===== config.mk =====
export PLATFORM = sky130hd
export DESIGN_NAME = mousetrap_sync_sink
export DESIGN_NICKNAME = d
export VERILOG_FILES = /design/src/rtl/mousetrap_sync_sink.sv
export SDC_FILE = /design/constraint.sdc
export NUM_CORES = 1
export LEC_CHECK = 0
export BUFFER_PORTS_ARGS = -buffer_cell sky130_fd_sc_hd__buf_2
export CAP_MARGIN = 30
export CORE_ASPECT_RATIO = 1.5
export CORE_MARGIN = 3
export CORE_UTILIZATION = 51
export DETAILED_ROUTE_END_ITERATION = 10
export HOLD_SLACK_MARGIN = 0.08
export PLACE_DENSITY_LB_ADDON = 0.25
export SETUP_SLACK_MARGIN = 0.3
export SKIP_CTS_REPAIR_TIMING = 1
export SLEW_MARGIN = 20
export SYNTH_ARGS = -nofsm -noshare
export SYNTH_HDL_FRONTEND = slang
export SYNTH_SLANG_ARGS = --single-unit

===== constraint.sdc =====
create_clock -name Clk -period 2.6 [get_ports Clk]
set_input_delay 0.13 -clock Clk [delete_from_list [all_inputs] [get_ports Clk]]
set_output_delay 0.13 -clock Clk [all_outputs]
set_load 0.01 [all_outputs]

===== src/rtl/mousetrap_sync_sink.sv =====
// Clocked sink for a 2-phase MouseTrap pipeline: synchronises InReq, buffers
// bundled tokens in a show-ahead FIFO and returns InAck once a token is stored.
`timescale 1ns/1ps

module mousetrap_sync_sink #(
    parameter int DATA_WIDTH  = 8,
    parameter int FIFO_DEPTH  = 4,
    parameter int SYNC_STAGES = 2
) (
    input  logic                          Clk,
    input  logic                          extResetN,
    input  logic                          InReq,
    input  logic [DATA_WIDTH-1:0]         InData,
    output logic                          InAck,
    output logic                          OutValid,
    input  logic                          OutReady,
    output logic [DATA_WIDTH-1:0]         OutData,
    output logic [$clog2(FIFO_DEPTH):0]   Count,
    output logic                          Stalled,
    output logic                          dbg_state
);

    localparam int PW = $clog2(FIFO_DEPTH);
    localparam int CW = PW + 1;

    typedef enum logic {
        IDLE  = 1'b0,
        STALL = 1'b1
    } state_t;

    state_t                  state_q;
    state_t                  state_d;
    logic [SYNC_STAGES-1:0]  sync_q;
    logic                    req_sync;
    logic                    ack_q;
    logic                    pending;
    logic                    pop;
    logic                    can_write;
    logic                    wr_en;
    logic [PW-1:0]           wr_ptr;
    logic [PW-1:0]           rd_ptr;
    logic [CW-1:0]           count_q;
    logic [DATA_WIDTH-1:0]   mem [FIFO_DEPTH];

    // Output stream: a token moves on every edge where OutValid and OutReady
    // are both high; OutData is the head entry and is only meaningful while
    // OutValid is high. Upstream side is 2-phase: a token is outstanding
    // while the synchronised InReq differs from InAck.
    assign req_sync  = sync_q[SYNC_STAGES-1];
    assign pending   = req_sync ^ ack_q;
    assign pop       = OutValid & OutReady;
    assign can_write = (count_q < CW'(FIFO_DEPTH)) | pop;

    assign InAck     = ack_q;
    assign OutValid  = (count_q != '0);
    assign OutData   = mem[rd_ptr];
    assign Count     = count_q;
    assign Stalled   = (state_q == STALL);
    assign dbg_state = state_q;

    always_comb begin
        state_d = IDLE;
        wr_en   = 1'b0;
        if (pending) begin
            if (can_write) begin
                wr_en = 1'b1;
            end else begin
                state_d = STALL;
            end
        end
    end

    always_ff @(posedge Clk or negedge extResetN) begin
        if (!extResetN) begin
            state_q <= IDLE;
        end else begin
            state_q <= state_d;
        end
    end

    // InAck comes straight from ack_q so it never glitches with InReq.
    always_ff @(posedge Clk or negedge extResetN) begin
        if (!extResetN) begin
            sync_q  <= '0;
            ack_q   <= 1'b0;
            wr_ptr  <= '0;
            rd_ptr  <= '0;
            count_q <= '0;
        end else begin
            sync_q <= {sync_q[SYNC_STAGES-2:0], InReq};
            if (wr_en) begin
                wr_ptr <= wr_ptr + 1'b1;
                ack_q  <= ~ack_q;
            end
            if (pop) begin
                rd_ptr <= rd_ptr + 1'b1;
            end
            count_q <= count_q + CW'(wr_en) - CW'(pop);
        end
    end

    always_ff @(posedge Clk) begin
        if (wr_en) begin
            mem[wr_ptr] <= InData;
        end
    end

endmodule

### Word-level counts from Yosys, hierarchy flattened

Memories as Yosys holds them, arrays and structs flattened.
Cells that the tools add are included.

* bits in latches: 0
* register bits after elaboration: 11
* word-level logic and storage cells: 23
* memories: 1
* memory bits (read-only): 0
* memory bits (writable): 32

* multiply operators: 0
* $lt $le $gt $ge: 1
* reductions and logical operators: 1
* mux-type cells: 6
* equality and inequality tests: 0
* shift-type cells: 0
* add/sub/neg operators: 4
* divide/modulo/power cells: 0
* bitwise operators: 4

Memory list
* mem: words 4, bits a word 8, rd ports 1, clocked after memory_dff 0, write ports 1, RTL line 43 `logic [DATA_WIDTH-1:0] mem [FIFO_DEPTH];`

Operators with widths (count)
* 2-to-1 mux 1 bit: 6
* adder 2 x 1 -> 2 bit (second input constant): 2
* adder 3 x 1 -> 3 bit: 1
* less-than comparator 3 bit (second input constant): 1
* nonzero test 3 bit: 1
* subtractor 3 x 1 -> 3 bit: 1
* AND 1 bit: 1
* NOT 1 bit: 1
* bitwise OR 1 bit: 1
* bitwise XOR 1 bit: 1

### Longest topological paths before layout

Gate-level depths: netlist of run 1.

* depth in word-level cells: 7
* gate-level depth with buffers: 9
* mapped depth without buffers: 9

### Worst setup path after synthesis of run 1

Ideal clock, no wire load.

* path kind: register to register
* start point: reg count_q[2] (netlist: Count[2])
* end point: reg count_q[2] (netlist: Count[2])
* arrival time: 2132 ps
* setup slack: 342 ps
* clock period less this slack: 2258 ps
* setup time: 126 ps
* path buffers: 0
* stages on the path, launching flop included: 9
* cells stage by stage: dfrtp_1 -> or3_4 -> and2_4 -> ha_1 -> inv_1 -> ha_1 -> fa_1 -> xor2_1 -> xnor2_1

* cells in the longest elaborated chain, start to end: 7

RTL lines
* start: declaration: RTL line 42 `logic [CW-1:0] count_q;`
* start signal: assignment: RTL line 98 `count_q <= count_q + CW'(wr_en) - CW'(pop);`
* nonzero test 3 bit *: RTL line 55 `assign OutValid = (count_q != '0);`
* via OutValid: RTL line 15 `output logic OutValid,`
* AND 1 bit *: RTL line 51 `assign pop = OutValid & OutReady;`
* via pop: RTL line 37 `logic pop;`
* bitwise OR 1 bit: RTL line 52 `assign can_write = (count_q < CW'(FIFO_DEPTH)) | pop;`
* 2-to-1 mux 1 bit: RTL line 65 `if (can_write) begin`
* 2-to-1 mux 1 bit: RTL line 64 `if (pending) begin`
* adder 3 x 1 -> 3 bit: RTL line 98
* subtractor 3 x 1 -> 3 bit *: RTL line 98

The timed path passes the listed nets; every way through them passes the cells marked *.
A chain may end at the register's enable or synchronous reset.

### Worst setup path in the final report of run 1

* start point: reg count_q[1] (netlist: Count[1])
* end point: reg count_q[2] (netlist: Count[2])

* cells in the longest elaborated chain, start to end: 7

RTL lines (RTL line)
* nonzero test 3 bit *: 55
* AND 1 bit *: 51
* via pop: 37
* bitwise OR 1 bit: 52
* 2-to-1 mux 1 bit: 65
* 2-to-1 mux 1 bit: 64
* adder 3 x 1 -> 3 bit: 98
* subtractor 3 x 1 -> 3 bit *: 98

Marks and branches as above.

==> flow_summary.json, run 1 <==
{
  "layout.nets": 147,
  "r2r_slack_ns": 0.39,
  "detail_route.drc_violations": 0,
  "yosys.area.top_type_share_pct": 56.6,
  "stdcell_area_um2": 2070,
  "area.sequential_um2": 1240,
  "rsz_0062_raised_after_global_routing": "false",
  "die-area_um2": 4070,
  "leakagePower_nw": 0.815,
  "die_w_um": 53.1,
  "flow.area_growth_from_synthesis_pct": 21.8,
  "length_of_the_first_detailed_routing_pass_in_iterations": 3,
  "routedWlPerCell_um": 15.3,
  "finClkSkew_ns": 0.00522,
  "cp.required_ns": 2.77,
  "max_freq_mhz": 452,
  "portBuffers": 26,
  "worst_ir_drop_vdd_mv": 0.643,
  "clock_insertion_delay_worst_skew_ns": 0.28,
  "worst_hold_path_type": "input port to flip-flop",
  "number_of_rows_in_the_core_area": 25,
  "grt_pass1_wl_um": 4240,
  "critical_path.top_delay_family": "adder cells",
  "antenna_violations_before_repair": 0,
  "synth_cell_type_count": 19,
  "tritoncts": "built",
  "reg2reg_to": "Count[2]",
  "wirelength_um": 2590,
  "worst_path_most_repeated_cell": "ha_1",
  "timing.hold.worst_endpoint": "rd_ptr[1]",
  "route.detailed.vias_per_inst": 5.13,
  "via_count": 867,
  "grt_max_degree": 14,
  "multi_input_combinational_cell_area_um2": 424,
  "worst_case_clock_buffer_depth": 2,
  "worstMarginPinSlew_ns": 0.600,
  "mappedNetlistNets": 104,
  "avgSynthCellArea_um2": 20.0,
  "synth.yosys.seq_area_share_pct": 72.8,
  "synth_area_leader_cell": "edfxtp_1",
  "grtUsageTotal_pct": 15.2,
  "worst_setup_hold_path_clk_slew_ns": 0.07,
  "worst_slew_margin_rel_pct": 60.0,
  "setup-tns-final_ns": 0,
  "dp.final_hpwl_um": 1820,
  "reg2reg_from": "Count[1]",
  "syn-cell-area_um2": 1700,
  "post_synth_inst_count": 85,
  "final-hold-violation-count": 0,
  "gp_congestion": 0.634,
  "floorplan.core_area_um2": 3160,
  "ff2ff_path_depth": 8,
  "drive_above_1_share_pct": 37.2,
  "critical_path_class": "flip-flop to flip-flop",
  "power_density_nw_per_um2": 1040,
  "grt-ovfl-total": 0,
  "initial_core_util_pct": 53.8,
  "finalWorstSetupSlack_ns": 0.390,
  "fin_crit_sh_pct": 85.0,
  "ys_warn_count": 0,
  "numCtsBuffers": 5,
  "critical-path-max-stage-delay_ns": 0.40,
  "worstPathArrival_ns": 2.38,
  "synth_top_cells_by_area": "edfxtp_1 57%, dfrtp_1 16%, mux4_2 11%",
  "critPathBufInv": 1,
  "nFillCells": 219,
  "dpl_worst_slack_ns": 0.343,
  "cts_root_buffer": "clkbuf_8",
  "detail_route.iter0.violations": 22,
  "timing.final.crit_period_ns": 2.21,
  "h-tree-depth": 2,
  "startpoint_class_of_the_critical_path": "flip-flop",
  "ant_nets": 0,
  "path_max_fanout": 3,
  "timing.critical_path.cells": "or3_4 > and2_4 > ha_1 > inv_1 > ha_1 > fa_1 > xor2_1 > xnor2_1",
  "setup_viol": 0,
  "n_antenna_cell": 0,
  "final_max_slew_viol_count": 0,
  "hold_path.startpoint": "OutReady",
  "critical-path-slowest-cell": "dfrtp_1",
  "critPathCaptureType": "flip-flop",
  "dpl_cell_area_um2": 1860,
  "dieHeight_um": 76.7,
  "worstHoldPathCells": 3,
  "synth_seq_cells": 43,
  "clock_sinks": 43,
  "io_pins": 27,
  "drv.max_cap_violation_count": 0,
  "status": "completed",
  "number_of_global_route_vias_before_repair": 875
}
## cell families (layout without fill, tap and decap cells)
family,count (synthesis),in the layout,synth area share (%)
DFF,43,43,72.8
muxes,10,10,11.9
and+or+nand+nor,10,10,4.34
buffers and inverters,9,53,2.28
adders and majority gates,7,7,5.60
xor gates and xnor gates,6,6,3.09
## per-layer routing
layer / vias up / GRT usage (%) / share of wire, %
met4: 0 / 7.67 / 2.3
li1: 398 / - / -
met2: 22 / 24.8 / 54
met3: 5 / 4.66 / 4.2
met1: 442 / 17.4 / 39
met5: - / 0 / 0
## state kept, by name, summed over array words and instances, names as in the netlist
name / flops
wr_ptr: 2
rd_ptr: 2
Count: 3
InAck: 1
mem: 32
sync_q: 2
Stalled: 1
## cells in the final DEF, fill, tap and decap left out
cell / instances
nor2b_4: 1
buf_4: 3
buf_2: 26
inv_1: 6
and2_1: 4
dfrtp_1: 11
xnor2_1: 4
ha_1: 6
clkbuf_8: 5
nor2_1: 1
and2_4: 1
nand3_1: 1
clkinvlp_4: 1
dlygate4sd3_1: 10
fa_1: 1
clkinv_1: 2
or3_4: 1
mux4_2: 8
mux2_2: 2
edfxtp_1: 32
xor2_1: 2
nand2b_1: 1
## per-stage QoR
step | power, W | cells | hold slack [ns] | util, %
floorplan | 0.00151 | 85 | -0.166 | -
global placement | 0.00171 | 148 | 0.00280 | 59.0
detailed placement | 0.00175 | 148 | 0.00984 | 59.0
CTS | 0.00214 | 156 | -0.302 | 61.6
global route | 0.00229 | 169 | 0.175 | 65.5
finish | 0.00215 | 169 | 0.156 | 65.5
## worst reg2reg max path: cells and delay by family, from the launching register on
family	cells	cell delay, ns
fa+ha+maj	3	0.82
xor+xnor	2	0.28
flops	1	0.40
buf+inv	1	0.04
simple gates	2	0.57
## layout make-up
type / count / share of cell area, %
clock inverter: 3 / 0.726
inverter: 6 / 1.09
tap: 40 / 2.42
clock buffer: 5 / 3.33
timing repair buffer: 39 / 12.2
sequential: 43 / 59.7
multi-input combinational: 33 / 20.5
## cells in the mapped netlist
| cell type | count |
|---|---|
| and2_4 | 1 |
| nand3_1 | 1 |
| nor2b_4 | 1 |
| fa_1 | 1 |
| xnor2_1 | 4 |
| or3_4 | 1 |
| inv_1 | 6 |
| xor2_1 | 2 |
| edfxtp_1 | 32 |
| ha_1 | 6 |
| and2_1 | 4 |
| clkbuf_1 | 1 |
| dfrtp_1 | 11 |
| buf_2 | 1 |
| buf_4 | 1 |
| nand2b_1 | 1 |
| nor2_1 | 1 |
| mux2_2 | 2 |
| mux4_2 | 8 |
## how the worst max path moves through the flow
stage / cells after the start / slack, ns / from / end
after floorplan: 8 / 0.34 / Count[2] / Count[2]
after global placement: 8 / 0.40 / Count[2] / Count[2]
after detailed placement: 8 / 0.34 / Count[2] / Count[2]
after CTS: 8 / 0.33 / Count[2] / Count[2]
after global routing: 8 / 0.30 / Count[1] / Count[2]
final: 8 / 0.39 / Count[1] / Count[2]
## where the power goes
| group | internal, W | switching (W) |
|---|---|---|
| clock | 0.000182 | 0.000201 |
| sequential | 0.000919 | 0.000134 |
| combinational | 0.000387 | 0.000324 |
Note: power is estimated with default switching activity, not from simulation.
==> run 2: changes to the inputs <==
==> constraint.sdc (replaced) <==
create_clock -name Clk -period 2.3 [get_ports Clk]
set_input_delay 0.115 -clock Clk [delete_from_list [all_inputs] [get_ports Clk]]
set_output_delay 0.115 -clock Clk [all_outputs]
set_load 0.01 [all_outputs]
==> flow_summary.json, run 2 (same netlist as run 1, synthesis figures left out) <==
{
  "io_pins": 27,
  "worstMarginPinSlew_ns": 0.587,
  "layout.nets": 148,
  "worst_case_clock_buffer_depth": 2,
  "cp.required_ns": 2.47,
  "worstPathArrival_ns": 2.29,
  "worstHoldPathCells": 3,
  "total_power_w": 0.00248,
  "detail_route.drc_violations": 0,
  "hold_path.startpoint": "OutReady",
  "routedWlPerCell_um": 15.2,
  "clock_sinks": 43,
  "antenna_violations_before_repair": 0,
  "grt_max_degree": 14,
  "portBuffers": 26,
  "worst_slew_margin_rel_pct": 60.9,
  "worst_ir_drop_vdd_mv": 1.06,
  "critical_path_class": "flip-flop to flip-flop",
  "number_of_rows_in_the_core_area": 25,
  "dp.final_hpwl_um": 1860,
  "grt-ovfl-total": 0,
  "route.detailed.vias_per_inst": 5.07,
  "final-hold-violation-count": 0,
  "wirelength_um": 2580,
  "drive_above_1_share_pct": 42.3,
  "length_of_the_first_detailed_routing_pass_in_iterations": 4,
  "tritoncts": "built",
  "most_common_cell_after_layout_fill_and_taps_aside": "edfxtp_1",
  "path_max_fanout": 3,
  "reg2reg_from": "Count[1]",
  "grt_pass1_wl_um": 4170,
  "die-area_um2": 4070,
  "numCtsBuffers": 5,
  "number_of_global_route_vias_before_repair": 901,
  "nFillCells": 214,
  "timing.hold.worst_endpoint": "rd_ptr[1]",
  "worst_hold_path_type": "input port to flip-flop",
  "fin_crit_sh_pct": 92.2,
  "setup_viol": 0,
  "detail_route.iter0.violations": 14,
  "leakagePower_nw": 0.822,
  "reg2reg_to": "Count[2]",
  "dpl_worst_slack_ns": 0.112,
  "hold_ws_ns": 0.136,
  "area.sequential_um2": 1240,
  "mostFrequentLayoutCells": "32 x edfxtp_1, 26 x buf_2, 10 x dfrtp_1, 10 x dlygate4sd3_1, 8 x mux4_2",
  "floorplan.core_area_um2": 3160,
  "via_count": 862,
  "n_antenna_cell": 0,
  "max_flop_register": "mem",
  "final_max_slew_viol_count": 0,
  "gp_congestion": 0.625,
  "rsz_0062_raised_after_global_routing": "true",
  "clock_insertion_delay_worst_skew_ns": 0.28,
  "flow.area_growth_from_synthesis_pct": 24.2,
  "timing.final.crit_period_ns": 2.12,
  "largest_reg_flops": 32,
  "setup-tns-final_ns": 0,
  "grtUsageTotal_pct": 14.8,
  "finClkSkew_ns": 0.00476,
  "worst_setup_hold_path_clk_slew_ns": 0.07,
  "drv.max_cap_violation_count": 0,
  "dieHeight_um": 76.7,
  "status": "completed",
  "ant_nets": 0,
  "die_w_um": 53.1,
  "ff2ff_path_depth": 8,
  "power_density_nw_per_um2": 1180,
  "cts_root_buffer": "clkbuf_8",
  "r2r_slack_ns": 0.18,
  "multi_input_combinational_cell_area_um2": 459,
  "finalWorstSetupSlack_ns": 0.179,
  "initial_core_util_pct": 53.8,
  "max_freq_mhz": 472,
  "h-tree-depth": 2,
  "critPathCaptureType": "flip-flop",
  "startpoint_class_of_the_critical_path": "flip-flop"
}
==> run 2: where the power goes <==
group	total [W]	internal, W	switching [W]
clock network	0.000427	0.000208	0.000219
registers	0.00119	0.00104	0.000151
logic	0.000862	0.000471	0.000391
total	0.00248	0.00172	0.000762
==> run 2: how the worst max path moves through the flow <==
| stage | start | endpoint | slack, ns | depth (start not counted) |
|---|---|---|---|---|
| after global placement | Count[1] | Count[2] | 0.20 | 8 |
| after CTS | Count[0] | Count[2] | 0.11 | 8 |
| after detailed placement | Count[0] | Count[2] | 0.11 | 8 |
| after global routing | Count[1] | Count[2] | 0.11 | 8 |
| after floorplan | Count[0] | Count[2] | 0.13 | 8 |
| final | Count[1] | Count[2] | 0.18 | 8 |
==> run 2: metrics by stage <==
stage	utilization [%]	instance area (µm²)	std cells
floorplan	-	1720	85
global placement	59.5	1880	148
detailed placement	59.5	1880	148
CTS	62.1	1960	156
global route	66.8	2110	170
finish	66.8	2110	170
==> run 2: metal layers <==
layer | track usage [%] | share of wire, % | vias to the layer above | wire, µm
li1 | - | - | 397 | -
met1 | 16.9 | 36 | 430 | 940
met2 | 24.9 | 56 | 31 | 1440
met3 | 3.50 | 5.8 | 4 | 151
met4 | 7.67 | 1.9 | 0 | 49
met5 | 0 | 0 | - | 0
==> run 2: critical path, cell delays in order (launching register included) <==
cell     delay (ns)
dfrtp_2        0.40
or3_4          0.39
and2_4         0.16
ha_4           0.26
inv_2          0.04
ha_4           0.14
fa_2           0.35
xor2_2         0.16
xnor2_1        0.12
==> run 2: cell type report <==
cell class,instances,share of cell area [%]
Clock inverter,2,0.415
Tap cell,40,2.37
Inverter,6,1.07
Multi-Input combinational cell,33,21.8
Clock buffer,6,3.44
Sequential cell,43,58.6
Timing Repair Buffer,40,12.3
